===== src/rtl/secmem_reader_if.sv =====
// Address/value port toward the secure memory plus the captured-byte stream.
// The master side is the reader; the slave side is the memory and stream consumer.
interface secmem_reader_if #(
  parameter int ADDR_BITS = 5,
  parameter int DATA_BITS = 8
);
  logic [ADDR_BITS-1:0] mem_addr;
  logic [DATA_BITS-1:0] mem_value;
  logic                 out_valid;
  logic                 out_ready;
  logic [DATA_BITS-1:0] out_data;
  logic [ADDR_BITS-1:0] out_addr;

  modport master (
    output mem_addr,
    input  mem_value,
    output out_valid,
    input  out_ready,
    output out_data,
    output out_addr
  );

  modport slave (
    input  mem_addr,
    output mem_value,
    input  out_valid,
    output out_ready,
    input  out_data,
    input  out_addr
  );
endinterface


===== src/rtl/secmem_reader.sv =====
// Sweeps addresses 0..LAST_ADDR of a slow, asynchronous secure memory and streams
// each byte once it has been stable for STABLE_COUNT synchronised samples.
module secmem_reader #(
  parameter int ADDR_BITS     = 5,
  parameter int DATA_BITS     = 8,
  parameter int LAST_ADDR     = 31,
  parameter int SETTLE_CYCLES = 16,
  parameter int STABLE_COUNT  = 4,
  parameter int TIMEOUT       = 10_400_000
) (
  input  logic clk,
  input  logic reset,
  input  logic start,
  output logic busy,
  output logic done,
  output logic timed_out,
  secmem_reader_if.master bus
);

  localparam int SET_W = $clog2(SETTLE_CYCLES) + 1;
  localparam int STB_W = $clog2(STABLE_COUNT) + 1;
  localparam int TMO_W = $clog2(TIMEOUT) + 1;

  localparam logic [SET_W-1:0]     SETTLE_END = SET_W'(SETTLE_CYCLES - 1);
  localparam logic [STB_W-1:0]     STABLE_END = STB_W'(STABLE_COUNT);
  localparam logic [TMO_W-1:0]     TMO_END    = TMO_W'(TIMEOUT - 1);
  localparam logic [ADDR_BITS-1:0] LAST       = ADDR_BITS'(LAST_ADDR);

  typedef enum logic [2:0] {
    S_IDLE,
    S_SETTLE,
    S_SAMPLE,
    S_EMIT,
    S_FIN
  } state_t;

  state_t               state;
  logic [ADDR_BITS-1:0] cur;
  logic [SET_W-1:0]     settle_cnt;
  logic [STB_W-1:0]     stable_cnt;
  logic [STB_W-1:0]     stable_nxt;
  logic [TMO_W-1:0]     wait_cnt;
  logic [DATA_BITS-1:0] sv_p0;
  logic [DATA_BITS-1:0] sv_p1;
  logic [DATA_BITS-1:0] prev_sv;

  // Stage p0/p1: two-flop synchroniser for the memory's unrelated clock domain
  always_ff @(posedge clk or posedge reset) begin
    if (reset) begin
      sv_p0 <= '0;
      sv_p1 <= '0;
    end else begin
      sv_p0 <= bus.mem_value;
      sv_p1 <= sv_p0;
    end
  end

  // A zero stable count marks the first sample after SETTLE: prev_sv is stale then.
  assign stable_nxt = (stable_cnt != '0 && sv_p1 == prev_sv) ? stable_cnt + 1'b1
                                                              : STB_W'(1);

  assign bus.mem_addr = cur;

  always_ff @(posedge clk or posedge reset) begin
    if (reset) begin
      state         <= S_IDLE;
      cur           <= '0;
      settle_cnt    <= '0;
      stable_cnt    <= '0;
      wait_cnt      <= '0;
      prev_sv       <= '0;
      busy          <= 1'b0;
      done          <= 1'b0;
      timed_out     <= 1'b0;
      bus.out_valid <= 1'b0;
      bus.out_data  <= '0;
      bus.out_addr  <= '0;
    end else begin
      done <= 1'b0;
      case (state)
        S_IDLE: begin
          if (start) begin
            timed_out  <= 1'b0;
            cur        <= '0;
            settle_cnt <= '0;
            busy       <= 1'b1;
            state      <= S_SETTLE;
          end
        end
        S_SETTLE: begin
          if (settle_cnt == SETTLE_END) begin
            settle_cnt <= '0;
            stable_cnt <= '0;
            wait_cnt   <= '0;
            state      <= S_SAMPLE;
          end else begin
            settle_cnt <= settle_cnt + 1'b1;
          end
        end
        S_SAMPLE: begin
          prev_sv    <= sv_p1;
          stable_cnt <= stable_nxt;
          wait_cnt   <= wait_cnt + 1'b1;
          if (stable_nxt == STABLE_END) begin
            bus.out_data  <= sv_p1;
            bus.out_addr  <= cur;
            bus.out_valid <= 1'b1;
            state         <= S_EMIT;
          end else if (wait_cnt == TMO_END) begin
            // Give up waiting: emit whatever is on the bus and flag the sweep.
            bus.out_data  <= sv_p1;
            bus.out_addr  <= cur;
            bus.out_valid <= 1'b1;
            timed_out     <= 1'b1;
            state         <= S_EMIT;
          end
        end
        S_EMIT: begin
          if (bus.out_ready) begin
            bus.out_valid <= 1'b0;
            if (cur == LAST) begin
              busy  <= 1'b0;
              done  <= 1'b1;
              state <= S_FIN;
            end else begin
              cur        <= cur + 1'b1;
              settle_cnt <= '0;
              state      <= S_SETTLE;
            end
          end
        end
        S_FIN: begin
          state <= S_IDLE;
        end
        default: begin
          state <= S_IDLE;
        end
      endcase
    end
  end

endmodule


===== src/flat_wrapper.sv =====
// flat-port wrapper written by rule: the top's interface ports become plain ports
module secmem_reader_flat 
#(
  parameter int ADDR_BITS     = 5,
  parameter int DATA_BITS     = 8,
  parameter int LAST_ADDR     = 31,
  parameter int SETTLE_CYCLES = 16,
  parameter int STABLE_COUNT  = 4,
  parameter int TIMEOUT       = 10_400_000
)
  (clk, reset, start, busy, done, timed_out, bus_mem_addr, bus_mem_value, bus_out_valid, bus_out_ready, bus_out_data, bus_out_addr);
  secmem_reader_if #(.ADDR_BITS(ADDR_BITS), .DATA_BITS(DATA_BITS)) bus_i ();
  input  logic clk;
  input  logic reset;
  input  logic start;
  output logic busy;
  output logic done;
  output logic timed_out;
  output wire logic [$bits(bus_i.mem_addr)-1:0] bus_mem_addr;
  input wire logic [$bits(bus_i.mem_value)-1:0] bus_mem_value;
  output wire logic [$bits(bus_i.out_valid)-1:0] bus_out_valid;
  input wire logic [$bits(bus_i.out_ready)-1:0] bus_out_ready;
  output wire logic [$bits(bus_i.out_data)-1:0] bus_out_data;
  output wire logic [$bits(bus_i.out_addr)-1:0] bus_out_addr;
  assign bus_mem_addr = bus_i.mem_addr;
  assign bus_i.mem_value = bus_mem_value;
  assign bus_out_valid = bus_i.out_valid;
  assign bus_i.out_ready = bus_out_ready;
  assign bus_out_data = bus_i.out_data;
  assign bus_out_addr = bus_i.out_addr;
  secmem_reader #(.ADDR_BITS(ADDR_BITS), .DATA_BITS(DATA_BITS), .LAST_ADDR(LAST_ADDR), .SETTLE_CYCLES(SETTLE_CYCLES), .STABLE_COUNT(STABLE_COUNT), .TIMEOUT(TIMEOUT)) u_core (.clk(clk), .reset(reset), .start(start), .busy(busy), .done(done), .timed_out(timed_out), .bus(bus_i));
endmodule

===== config.mk =====
export PLATFORM = sky130hd
export DESIGN_NAME = secmem_reader_flat
export DESIGN_NICKNAME = d
export VERILOG_FILES = /design/src/rtl/secmem_reader_if.sv /design/src/rtl/secmem_reader.sv /design/src/flat_wrapper.sv
export SDC_FILE = /design/constraint.sdc
export NUM_CORES = 1
export LEC_CHECK = 0
export ABC_CLOCK_PERIOD_IN_PS = 3100
export CORE_MARGIN = 2
export CORE_UTILIZATION = 57
export CTS_CLUSTER_DIAMETER = 200
export DETAILED_ROUTE_END_ITERATION = 7
export PLACE_DENSITY = 0.79
export SKIP_CTS_REPAIR_TIMING = 1
export SLEW_MARGIN = 20
export SYNTH_ARGS = -nofsm -noshare
export SYNTH_HDL_FRONTEND = slang
export SYNTH_SLANG_ARGS = --single-unit

===== constraint.sdc =====
create_clock -name clk -period 3.1 [get_ports clk]
set_clock_uncertainty 0.1 [all_clocks]
set_input_delay 0.465 -clock clk [delete_from_list [all_inputs] [get_ports clk]]
set_output_delay 0.465 -clock clk [all_outputs]
set_load 0.02 [all_outputs]

Word-level counts from Yosys, hierarchy flattened
Index checks and enable logic that the tools add are counted.
- word-level logic and storage cells: 89
- bits of input ports: 12
- bits in registers: 82
- output and inout port bits: 22
- equality and inequality tests: 16
- mux-type cells: 38
- reduce and logical (&&, ||, !) cells: 17
- $add $sub $neg: 4
- operator list (operator ; number):
    25-bit case mux with 2 select lines ; 1
    5-bit two-way mux ; 8
    25-bit by 1-bit adder with 25-bit output, second input constant ; 1
    25-bit by 24-bit == test with 1-bit output, second input constant ; 1
    25-bit two-way mux ; 1
    3-bit two-way mux ; 8
    4-bit AND reduction ; 5
    8-bit two-way mux ; 2
    5-bit case mux with 3 select lines ; 1
    3-bit case mux with 4 select lines ; 1
    1-bit two-way mux ; 11
    5-bit by 1-bit adder with 5-bit output, second input constant ; 2
    5-bit case mux with 2 select lines ; 1
    2-bit nonzero test ; 5
    8-bit == test ; 1
    2-bit != test, second input constant ; 4
    3-bit by 2-bit == test with 1-bit output, second input constant ; 2
    2-bit by 1-bit != test with 1-bit output, second input constant ; 3
    1-bit case mux with 2 select lines ; 3
    3-bit case mux with 2 select lines ; 1
    3-bit nonzero test ; 2
    5-bit by 4-bit == test with 1-bit output, second input constant ; 1
    5-bit == test, second input constant ; 1
    2-bit AND reduction ; 2
    7 further kinds ; 7

Logic depth before layout (Yosys ltp)
Gate-level depths: netlist of run 1.
- depth after elaboration: 6
- gate-level depth with buffers: 9
- depth with buffers taken out: 8

Worst setup path after synthesis of run 1
No wires, ideal clock.
- path kind: reg2reg
- from: register u_core.stable_cnt[0]
- to: register u_core.bus.out_addr[4]
- period minus slack after synthesis: 2.301 ns
- setup slack: 0.799 ns
- data required time: 2.875 ns
- path buffers: 1
- arrival time: 2.076 ns
- library setup time: 0.125 ns
- stages on the path, launching flop included: 8
- cells stage by stage: dfrtp_1 > inv_1 > ha_1 > a2111o_1 > or3_1 > o22a_4 > buf_12 > mux2_4
- cells in the longest elaborated chain, start to end: 6
- elaborated cells on any way between the ends: 8
- classes of those cells: add/sub: 1; eq/ne: 1; mux: 2; reduce/logical: 4
- RTL lines (item ; RTL line ; source):
    start: declaration ; secmem_reader.sv:40 ; logic [STB_W-1:0] stable_cnt;
    start signal: assignment ; secmem_reader.sv:102 ; stable_cnt <= stable_nxt;
    parallel branches: the longest is 2 deep, another holds 3-bit by 1-bit adder with 3-bit output ; n/a ;
    3-bit two-way mux * ; secmem_reader.sv:59 ; assign stable_nxt = (stable_cnt != '0 && sv_p1 == prev_sv) ? stable_cnt + 1'b1
    3-bit == test * ; secmem_reader.sv:104 ; if (stable_nxt == STABLE_END) begin
    2-bit nonzero test (no line) ; n/a ;
    2-bit AND reduction (no line) ; n/a ;
    end signal: assignment ; secmem_reader.sv:106 ; bus.out_addr <= cur;
    end signal: assignment ; secmem_reader.sv:112 ; bus.out_addr <= cur;
    end: declaration ; secmem_reader_if.sv:20 ; output out_addr
Every way passes the cells marked *.
A chain may end at the register's enable or synchronous reset.

Worst setup path in the final report of run 1
- from: register u_core.stable_cnt[0]
- to: register u_core.bus.out_data[6]
- cells in the longest elaborated chain, start to end: 6
- elaborated cells on any way between the ends: 8
- classes of those cells: add/sub: 1; eq/ne: 1; mux: 2; reduce/logical: 4
- RTL lines (item ; RTL line ; source):
    parallel branches: the longest is 2 deep, another holds 3-bit by 1-bit adder with 3-bit output ; n/a ;
    3-bit two-way mux * ; secmem_reader.sv:59 ;
    3-bit == test * ; secmem_reader.sv:104 ;
    2-bit nonzero test (no line) ; n/a ;
    2-bit AND reduction (no line) ; n/a ;
    end signal: assignment ; secmem_reader.sv:105 ; bus.out_data <= sv_p1;
    end signal: assignment ; secmem_reader.sv:111 ; bus.out_data <= sv_p1;
    end: declaration ; secmem_reader_if.sv:19 ; output out_data,
Marks and branches as above.

==> results.toml, run 1 <==
[synth]
synth-edff-count = 0
syn_inst = 347
ys_top_cells_by_count = "dfrtp_1 (82), nand2_1 (63), o21ai_0 (31), nand3_1 (22), nor2_1 (12)"
syn_nets = 365
synth.yosys.seq_area_share = 0.557
synth_seq_cells = 82
synthFlopType = "dfrtp_1"
syn_area_um2 = 3680
async_flop_share = 1.00
yosysTopAreaCell = "dfrtp_1"
synth_area_per_cell_um2 = 10.6
synth_top_area_frac = 0.557
yosysWarnings = 0
yosysMostFrequentCell = "dfrtp_1"
synthTopCellsByArea = "dfrtp_1 (56%), nand2_1 (6.4%), o21ai_0 (4.2%)"
yosysUniqueCellTypes = 49

[global_route]
grtUsageTotal = 0.226
grt-ovfl-total = 0
grt_first_pass_wirelength_um = 12700
first_global_vias = 2716
antenna_found_initial = 0
grt_max_degree = 83

[routing]
detail_route.wl_per_cell_um = 15.7
drtIter0Drc = 161
wirelength_um = 7290
viasPerCell = 5.75
route.detailed.drc = 0
drt_pre_antenna_iters = 4
vias = 2681
drt.antenna.violating_nets = 0

[clock_network]
clk_latency_ps = 350
cts_tree = "yes"
cts_buffers = 9
clock_sinks = 82
clockBufferDepth = 2
cts_htree_levels = 3
clk_pin_slew_ps = 80
cts-root-buf = "clkbuf_8"

[floorplan]
die_h_um = 84.4
ios = 34
core_area_um2 = 6310
std_cell_rows = 29
initial_utilization = 0.583
dieWidth_um = 84.4
die_area_um2 = 7120

[sta]
finalCriticalPeriod_ps = 2380
rsz0062_at_grt = "false"
setup_viol = 0
report.final.slew_viol_count = 0
fmax_mhz = 420
hold_violations = 0
maxSlewHeadroom = 0.542
setup_tns_ps = 0
fin_ws_ps = 720
fin_crit_sh = 0.768
hold_ws_ps = 253
worstMarginPinSlew_ps = 681

[placed_design]
dp_hpwl_um = 4860
post-place-ws_ps = 749
placed_cell_area_um2 = 4100
place.gp.congestion = 0.829
io_buffers = 33
place_inst = 450

[power_and_ir_drop]
finalPower_mw = 2.45
leakagePower_nw = 1.97
peakVddDrop_mv = 0.423
power.density_nw_per_um2 = 563

[setup_path]
required_ps = 3230
path_max_fanout = 14
worstSetupPathType = "flop to flop"
start_kind = "flop"
critPathArrivalTime_ps = 2510
endpoint_kind = "flop"

[cells_and_area]
antenna_cells = 0
area_growth_pct = 17.9
fill_cells = 468
fin_nets = 402
instances_no_fill = 466
multi_input_area_um2 = 1540
fin_area_um2 = 4340
drive_gt1_frac = 0.108
register_area_um2 = 2050
fin_util = 0.688

[min_path]
hold_class = "flop to flop"

[run_status]
outcome = "completed"

[flow_run]
maxCapViolCount = 0
-- where the power goes --
part | leakage, nW | switching, mW | internal, mW
logic | 0.760 | 0.162 | 0.132
registers | 1.09 | 0.0772 | 1.14
clock network | 0.121 | 0.391 | 0.540
total | 1.97 | 0.629 | 1.82
-- layer usage --
metal,share of wire,routed length [um],vias up,track usage
met1,0.44,3220,1307,0.295
met4,0.018,128,0,0.0823
met2,0.49,3600,70,0.358
met5,0,0,-,0
met3,0.046,338,13,0.0708
li1,-,-,1291,-
-- registers in the layout, indices dropped and copies added, names as in the netlist --
name / count
u_core.wait_cnt: 25
u_core.bus.out_data: 8
u_core.prev_sv: 8
u_core.sv_p0: 8
u_core.sv_p1: 8
u_core.bus.mem_addr: 5
u_core.bus.out_addr: 5
u_core.settle_cnt: 5
u_core.stable_cnt: 3
u_core.state: 3
u_core.bus.out_valid: 1
u_core.busy: 1
u_core.done: 1
u_core.timed_out: 1
-- worst max-delay path, stage by stage (launching register included) --
cell and delay (ps):
dfrtp_1 400, inv_1 70, ha_1 190, a2111o_1 410
or3_1 410, o22a_4 340, mux2_4 340
-- placed cells by master (no fill, tap or decap), types with 3 or more instances in the layout --
cell type        count
and2_1               4
xnor2_1              7
and3_1               6
nand3_1             22
bufinv_16            3
mux2_2               4
buf_4                4
clkdlybuf4s50_1     33
o21ai_0             31
clkbuf_8             9
nor2b_1              3
a22o_1               3
or2_2                3
nor3_1               4
ha_1                 6
nand2b_1             8
mux2_4               9
nor2_1              12
dfrtp_1             82
nand4_1              6
xor2_1               4
nand2_1             63
o31ai_1              5
mux2i_1              6
a21oi_1              6
inv_1                9
o211ai_1             3
-- kinds of logic after synthesis --
logic type	synth area share
and+or+nand+nor	0.195
DFF	0.557
AOI/OAI and AO/OA	0.108
buffers and inverters	0.0275
muxes	0.0652
xor gates and xnor gates	0.0262
adders and majority gates	0.0204
-- layout make-up --
class / count / area share
clock buffers: 10 / 0.0294
clock inverters: 6 / 0.0259
inverters: 10 / 0.00893
multi-input cells: 243 / 0.353
flip-flops and latches: 82 / 0.472
well taps: 77 / 0.0222
repair buffers: 38 / 0.0876
-- path summary, 6_finish.rpt --
check / slack [ps] / endpoint / from / cells after the start
max in group asynchronous: 2150 / u_core.settle_cnt[3] / reset / 3
worst min-delay path: 250 / u_core.sv_p1[2] / u_core.sv_p0[2] / 0
worst min register to register: 250 / u_core.sv_p1[2] / u_core.sv_p0[2] / 0
worst max register to register: 720 / u_core.bus.out_data[6] / u_core.stable_cnt[0] / 6
worst max-delay path: 720 / u_core.bus.out_data[6] / u_core.stable_cnt[0] / 6
min in group asynchronous: 440 / u_core.sv_p0[2] / reset / 3
No activity file was read; power rests on OpenSTA's default activity.
==> run 2: changes to the inputs <==
--- a/config.mk
+++ b/config.mk
@@ -5,7 +5,7 @@
 export SDC_FILE = /design/constraint.sdc
 export NUM_CORES = 1
 export LEC_CHECK = 0
-export ABC_CLOCK_PERIOD_IN_PS = 3100
+export ABC_CLOCK_PERIOD_IN_PS = 2290
 export CORE_MARGIN = 2
 export CORE_UTILIZATION = 57
 export CTS_CLUSTER_DIAMETER = 200
==> constraint.sdc (replaced) <==
create_clock -name clk -period 2.29 [get_ports clk]
set_clock_uncertainty 0.1 [all_clocks]
set_input_delay 0.3435 -clock clk [delete_from_list [all_inputs] [get_ports clk]]
set_output_delay 0.3435 -clock clk [all_outputs]
set_load 0.02 [all_outputs]
==> run 2 against run 1 <==
Global-route usage decreased by 0.18 points; sequential share of layout area decreased by 1.8 points; first-iteration DRC count increased by 9.3%; final area increased by 3.9%; non-clock buffer count increased by 18; register-to-register slack got worse by 700 ps.
==> results.toml, run 2 (synthesis gave the netlist of run 1 again) <==
[run_status]
outcome = "completed"

[flow_run]
maxCapViolCount = 0

[routing]
route.detailed.drc = 0
detail_route.wl_per_cell_um = 15.5
vias = 2730
wirelength_um = 7500
viasPerCell = 5.63
drt.antenna.violating_nets = 0
drt_pre_antenna_iters = 4
drtIter0Drc = 176

[sta]
hold_ws_ps = 251
fmax_mhz = 440
finalCriticalPeriod_ps = 2270
setup_tns_ps = 0
maxSlewHeadroom = 0.705
hold_violations = 0
fin_crit_sh = 0.992
setup_viol = 0
report.final.slew_viol_count = 0
rsz0062_at_grt = "true"
fin_ws_ps = 17.3
worstMarginPinSlew_ps = 442

[floorplan]
core_area_um2 = 6310
std_cell_rows = 29
dieWidth_um = 84.4
initial_utilization = 0.583
die_h_um = 84.4
ios = 34
die_area_um2 = 7120

[clock_network]
clk_latency_ps = 360
clk_pin_slew_ps = 90
cts_tree = "yes"
cts_htree_levels = 3
clockBufferDepth = 2
cts-root-buf = "clkbuf_8"
clock_sinks = 82
cts_buffers = 9

[placed_design]
io_buffers = 33
dp_hpwl_um = 5140
place.gp.congestion = 0.848
post-place-ws_ps = 10.2

[cells_and_area]
fin_util = 0.715
register_area_um2 = 2050
layout_commonest_cell = "dfrtp_1"
drive_gt1_frac = 0.159
fill_cells = 435
multi_input_area_um2 = 1580
largest_register_ffs = 25
final_cell_mix = "dfrtp_1 (82), nand2_1 (62), clkdlybuf4s50_1 (33)"
area_growth_pct = 22.6
top_register = "u_core.wait_cnt"
fin_nets = 421
antenna_cells = 0

[global_route]
grt-ovfl-total = 0
grt_first_pass_wirelength_um = 12600
first_global_vias = 2745
grtUsageTotal = 0.224
grt_max_degree = 31
antenna_found_initial = 0

[power_and_ir_drop]
finalPower_mw = 3.25
power.density_nw_per_um2 = 720
leakagePower_nw = 2.05
peakVddDrop_mv = 0.479

[setup_path]
required_ps = 2430
worstSetupPathType = "flop to flop"
r2r_slack_ps = 20
start_kind = "flop"
r2r_cells = 5
reg2reg_from = "u_core.wait_cnt[21]"
r2r-end = "u_core.bus.out_addr[4]"
path_max_fanout = 7
critPathArrivalTime_ps = 2410
endpoint_kind = "flop"

[min_path]
hold_class = "input pin to async pin"
==> run 2: critical path, cell delays in order (launching register included) <==
cell	delay, ps
dfrtp_1	400
or4b_4	550
nor4_4	130
nand4_1	250
o22a_4	390
mux2_4	330
==> run 2: where the power goes <==
part	switching (mW)	internal (mW)
Combinational	0.252	0.214
Sequential	0.0825	1.55
Clock	0.534	0.616
Total	0.869	2.38
==> run 2: area by class of cell <==
| cell class | instances | share of cell area |
|---|---|---|
| sequential | 82 | 0.455 |
| multi-input combinational | 244 | 0.350 |
| timing repair buffer | 56 | 0.117 |
| clock buffer | 10 | 0.0283 |
| tap | 77 | 0.0213 |
| clock inverter | 6 | 0.0202 |
| inverter | 10 | 0.00915 |
==> run 2: worst max path at each step <==
stage / start / to / slack (ps) / cells after the start
2_1_floorplan: u_core.stable_cnt[0] / u_core.bus.out_addr[4] / 3 / 7
3_3_place_gp: u_core.stable_cnt[0] / u_core.bus.out_data[4] / 60 / 6
3_5_place_dp: u_core.stable_cnt[1] / u_core.bus.out_addr[4] / 10 / 6
4_1_cts: u_core.stable_cnt[1] / u_core.bus.out_addr[4] / -10 / 6
5_1_grt: u_core.wait_cnt[21] / u_core.bus.out_addr[4] / -30 / 5
6_report: u_core.wait_cnt[21] / u_core.bus.out_addr[4] / 20 / 5
==> run 2: routing by layer <==
metal / routed length [um] / global-route usage / vias up / part of all wire
met5: 0 / 0 / - / 0
met3: 285 / 0.0610 / 10 / 0.038
met2: 3640 / 0.354 / 55 / 0.48
li1: - / - / 1330 / -
met4: 104 / 0.0779 / 0 / 0.014
met1: 3480 / 0.303 / 1335 / 0.46
==> run 2: stage by stage <==
| step | instances | cell area [um2] |
|---|---|---|
| floorplan | 347 | 3690 |
| global placement | 464 | 4230 |
| detailed placement | 464 | 4230 |
| CTS | 480 | 4450 |
| global route | 485 | 4510 |
| finish | 485 | 4510 |
==> run 3: changes to the inputs <==
--- a/config.mk
+++ b/config.mk
@@ -6,11 +6,13 @@
 export NUM_CORES = 1
 export LEC_CHECK = 0
 export ABC_CLOCK_PERIOD_IN_PS = 2290
-export CORE_MARGIN = 2
-export CORE_UTILIZATION = 57
+export CELL_PAD_IN_SITES_DETAIL_PLACEMENT = 0
+export CELL_PAD_IN_SITES_GLOBAL_PLACEMENT = 1
+export CORE_UTILIZATION = 45
 export CTS_CLUSTER_DIAMETER = 200
 export DETAILED_ROUTE_END_ITERATION = 7
-export PLACE_DENSITY = 0.79
+export PLACE_DENSITY_LB_ADDON = 0.1
+export RECOVER_POWER = 50
 export SKIP_CTS_REPAIR_TIMING = 1
 export SLEW_MARGIN = 20
 export SYNTH_ARGS = -nofsm -noshare
==> run 3 against run 2 <==
Final area is 0.69% higher; core utilization fell by 13 points; critical path depth increased by 1; largest power group unchanged; first-iteration DRC count fell by 57%; critical path type unchanged; sequential cell count unchanged; global-route usage is 3.1 points lower; worst setup slack better by 28 ps.
==> results.toml, run 3 (synthesis gave the netlist of run 1 again) <==
[run_status]
outcome = "completed"

[routing]
vias = 2695
drt_pre_antenna_iters = 4
drt.antenna.violating_nets = 0
viasPerCell = 5.21
wirelength_um = 7510
drtIter0Drc = 76
route.detailed.drc = 0
detail_route.wl_per_cell_um = 14.5

[placed_design]
placed_cell_area_um2 = 4300
place.gp.congestion = 0.779
post-place-ws_ps = 15.2
io_buffers = 33
dp_hpwl_um = 5090

[clock_network]
cts_buffers = 9
clock_sinks = 82
cts_htree_levels = 3
cts_tree = "yes"
clockBufferDepth = 2
clk_latency_ps = 350
cts-root-buf = "clkbuf_8"
clk_pin_slew_ps = 90

[flow_run]
maxCapViolCount = 0

[sta]
report.final.slew_viol_count = 0
setup_viol = 0
rsz0062_at_grt = "true"
fmax_mhz = 445
worstMarginPinSlew_ps = 825
finalCriticalPeriod_ps = 2250
fin_ws_ps = 45.0
fin_crit_sh = 0.980
hold_violations = 0
maxSlewHeadroom = 0.447

[cells_and_area]
register_area_um2 = 2050
area_growth_pct = 23.4
fin_nets = 428
final_cell_mix = "dfrtp_1 (82), nand2_1 (62), o21ai_0 (30)"
top_register = "u_core.wait_cnt"
multi_input_area_um2 = 1570
fin_area_um2 = 4550
fill_cells = 676
layout_commonest_cell = "dfrtp_1"
drive_gt1_frac = 0.173
largest_register_ffs = 25
antenna_cells = 0

[floorplan]
initial_utilization = 0.472
ios = 34
core_area_um2 = 7810
std_cell_rows = 32
dieWidth_um = 92.5
die_h_um = 92.5
die_area_um2 = 8550

[setup_path]
endpoint_kind = "flop"
path_max_fanout = 7
start_kind = "flop"
required_ps = 2430
critPathArrivalTime_ps = 2390
cp-startpoint = "u_core.stable_cnt[1]"
r2r_cells = 6
worstSetupPathType = "flop to flop"
reg2reg_from = "u_core.stable_cnt[1]"

[min_path]
min_from = "u_core.sv_p0[7]"
hold_class = "flop to flop"
whs_path_depth = 0

[global_route]
first_global_vias = 2618
grtUsageTotal = 0.193
grt-ovfl-total = 0
grt_max_degree = 29
antenna_found_initial = 0
grt_first_pass_wirelength_um = 12700

[power_and_ir_drop]
peakVddDrop_mv = 0.374
leakagePower_nw = 2.08
power.density_nw_per_um2 = 709
run 3: stage by stage:
| step | hold WS, ps | power (mW) | instances | utilization | setup TNS (ps) |
|---|---|---|---|---|---|
| after CTS | 258 | 3.25 | 511 | 0.578 | 0 |
| after global routing | 263 | 3.40 | 517 | 0.582 | -13.2 |
| after global placement | 233 | 2.12 | 495 | 0.551 | 0 |
| after detailed placement | 237 | 2.13 | 495 | 0.551 | 0 |
| final | 257 | 3.22 | 517 | 0.582 | 0 |
| after floorplan | 231 | 1.95 | 347 | - | 0 |
run 3: path summary, 6_finish.rpt:
check                                    endpoint  slack, ps
min in group asynchronous      u_core.wait_cnt[0]        460
max in group asynchronous     u_core.wait_cnt[21]        500
setup / recovery           u_core.bus.out_data[0]         40
hold / removal                    u_core.sv_p1[7]        260
hold reg to reg                   u_core.sv_p1[7]        260
setup reg to reg           u_core.bus.out_data[0]         40
run 3: area by class of cell:
cell class / instances / area share
well taps: 102 / 0.0281
inverters: 10 / 0.00853
repair buffers: 63 / 0.120
multi-input cells: 244 / 0.346
clock inverters: 7 / 0.0184
flip-flops and latches: 82 / 0.451
clock buffers: 9 / 0.0273
run 3: worst max-delay path, cell delays in order, from the launching register on:
cell and delay [ps]:
dfrtp_1 380, inv_1 50, ha_1 170, a2111o_1 420
or3_4 400, o22a_4 300, mux2_4 320
run 3: report_power, final:
| group | switching (mW) | internal (mW) | leakage (nW) |
|---|---|---|---|
| clock network | 0.576 | 0.527 | 0.108 |
| registers | 0.0785 | 1.55 | 1.09 |
| logic | 0.262 | 0.231 | 0.886 |
run 3: metal layers:
| metal | wire length, um | GRT usage | vias to the layer above |
|---|---|---|---|
| li1 | - | - | 1345 |
| met1 | 3700 | 0.266 | 1295 |
| met2 | 3460 | 0.299 | 45 |
| met3 | 258 | 0.0419 | 10 |
| met4 | 98 | 0.0703 | 0 |
| met5 | 0 | 0 | - |
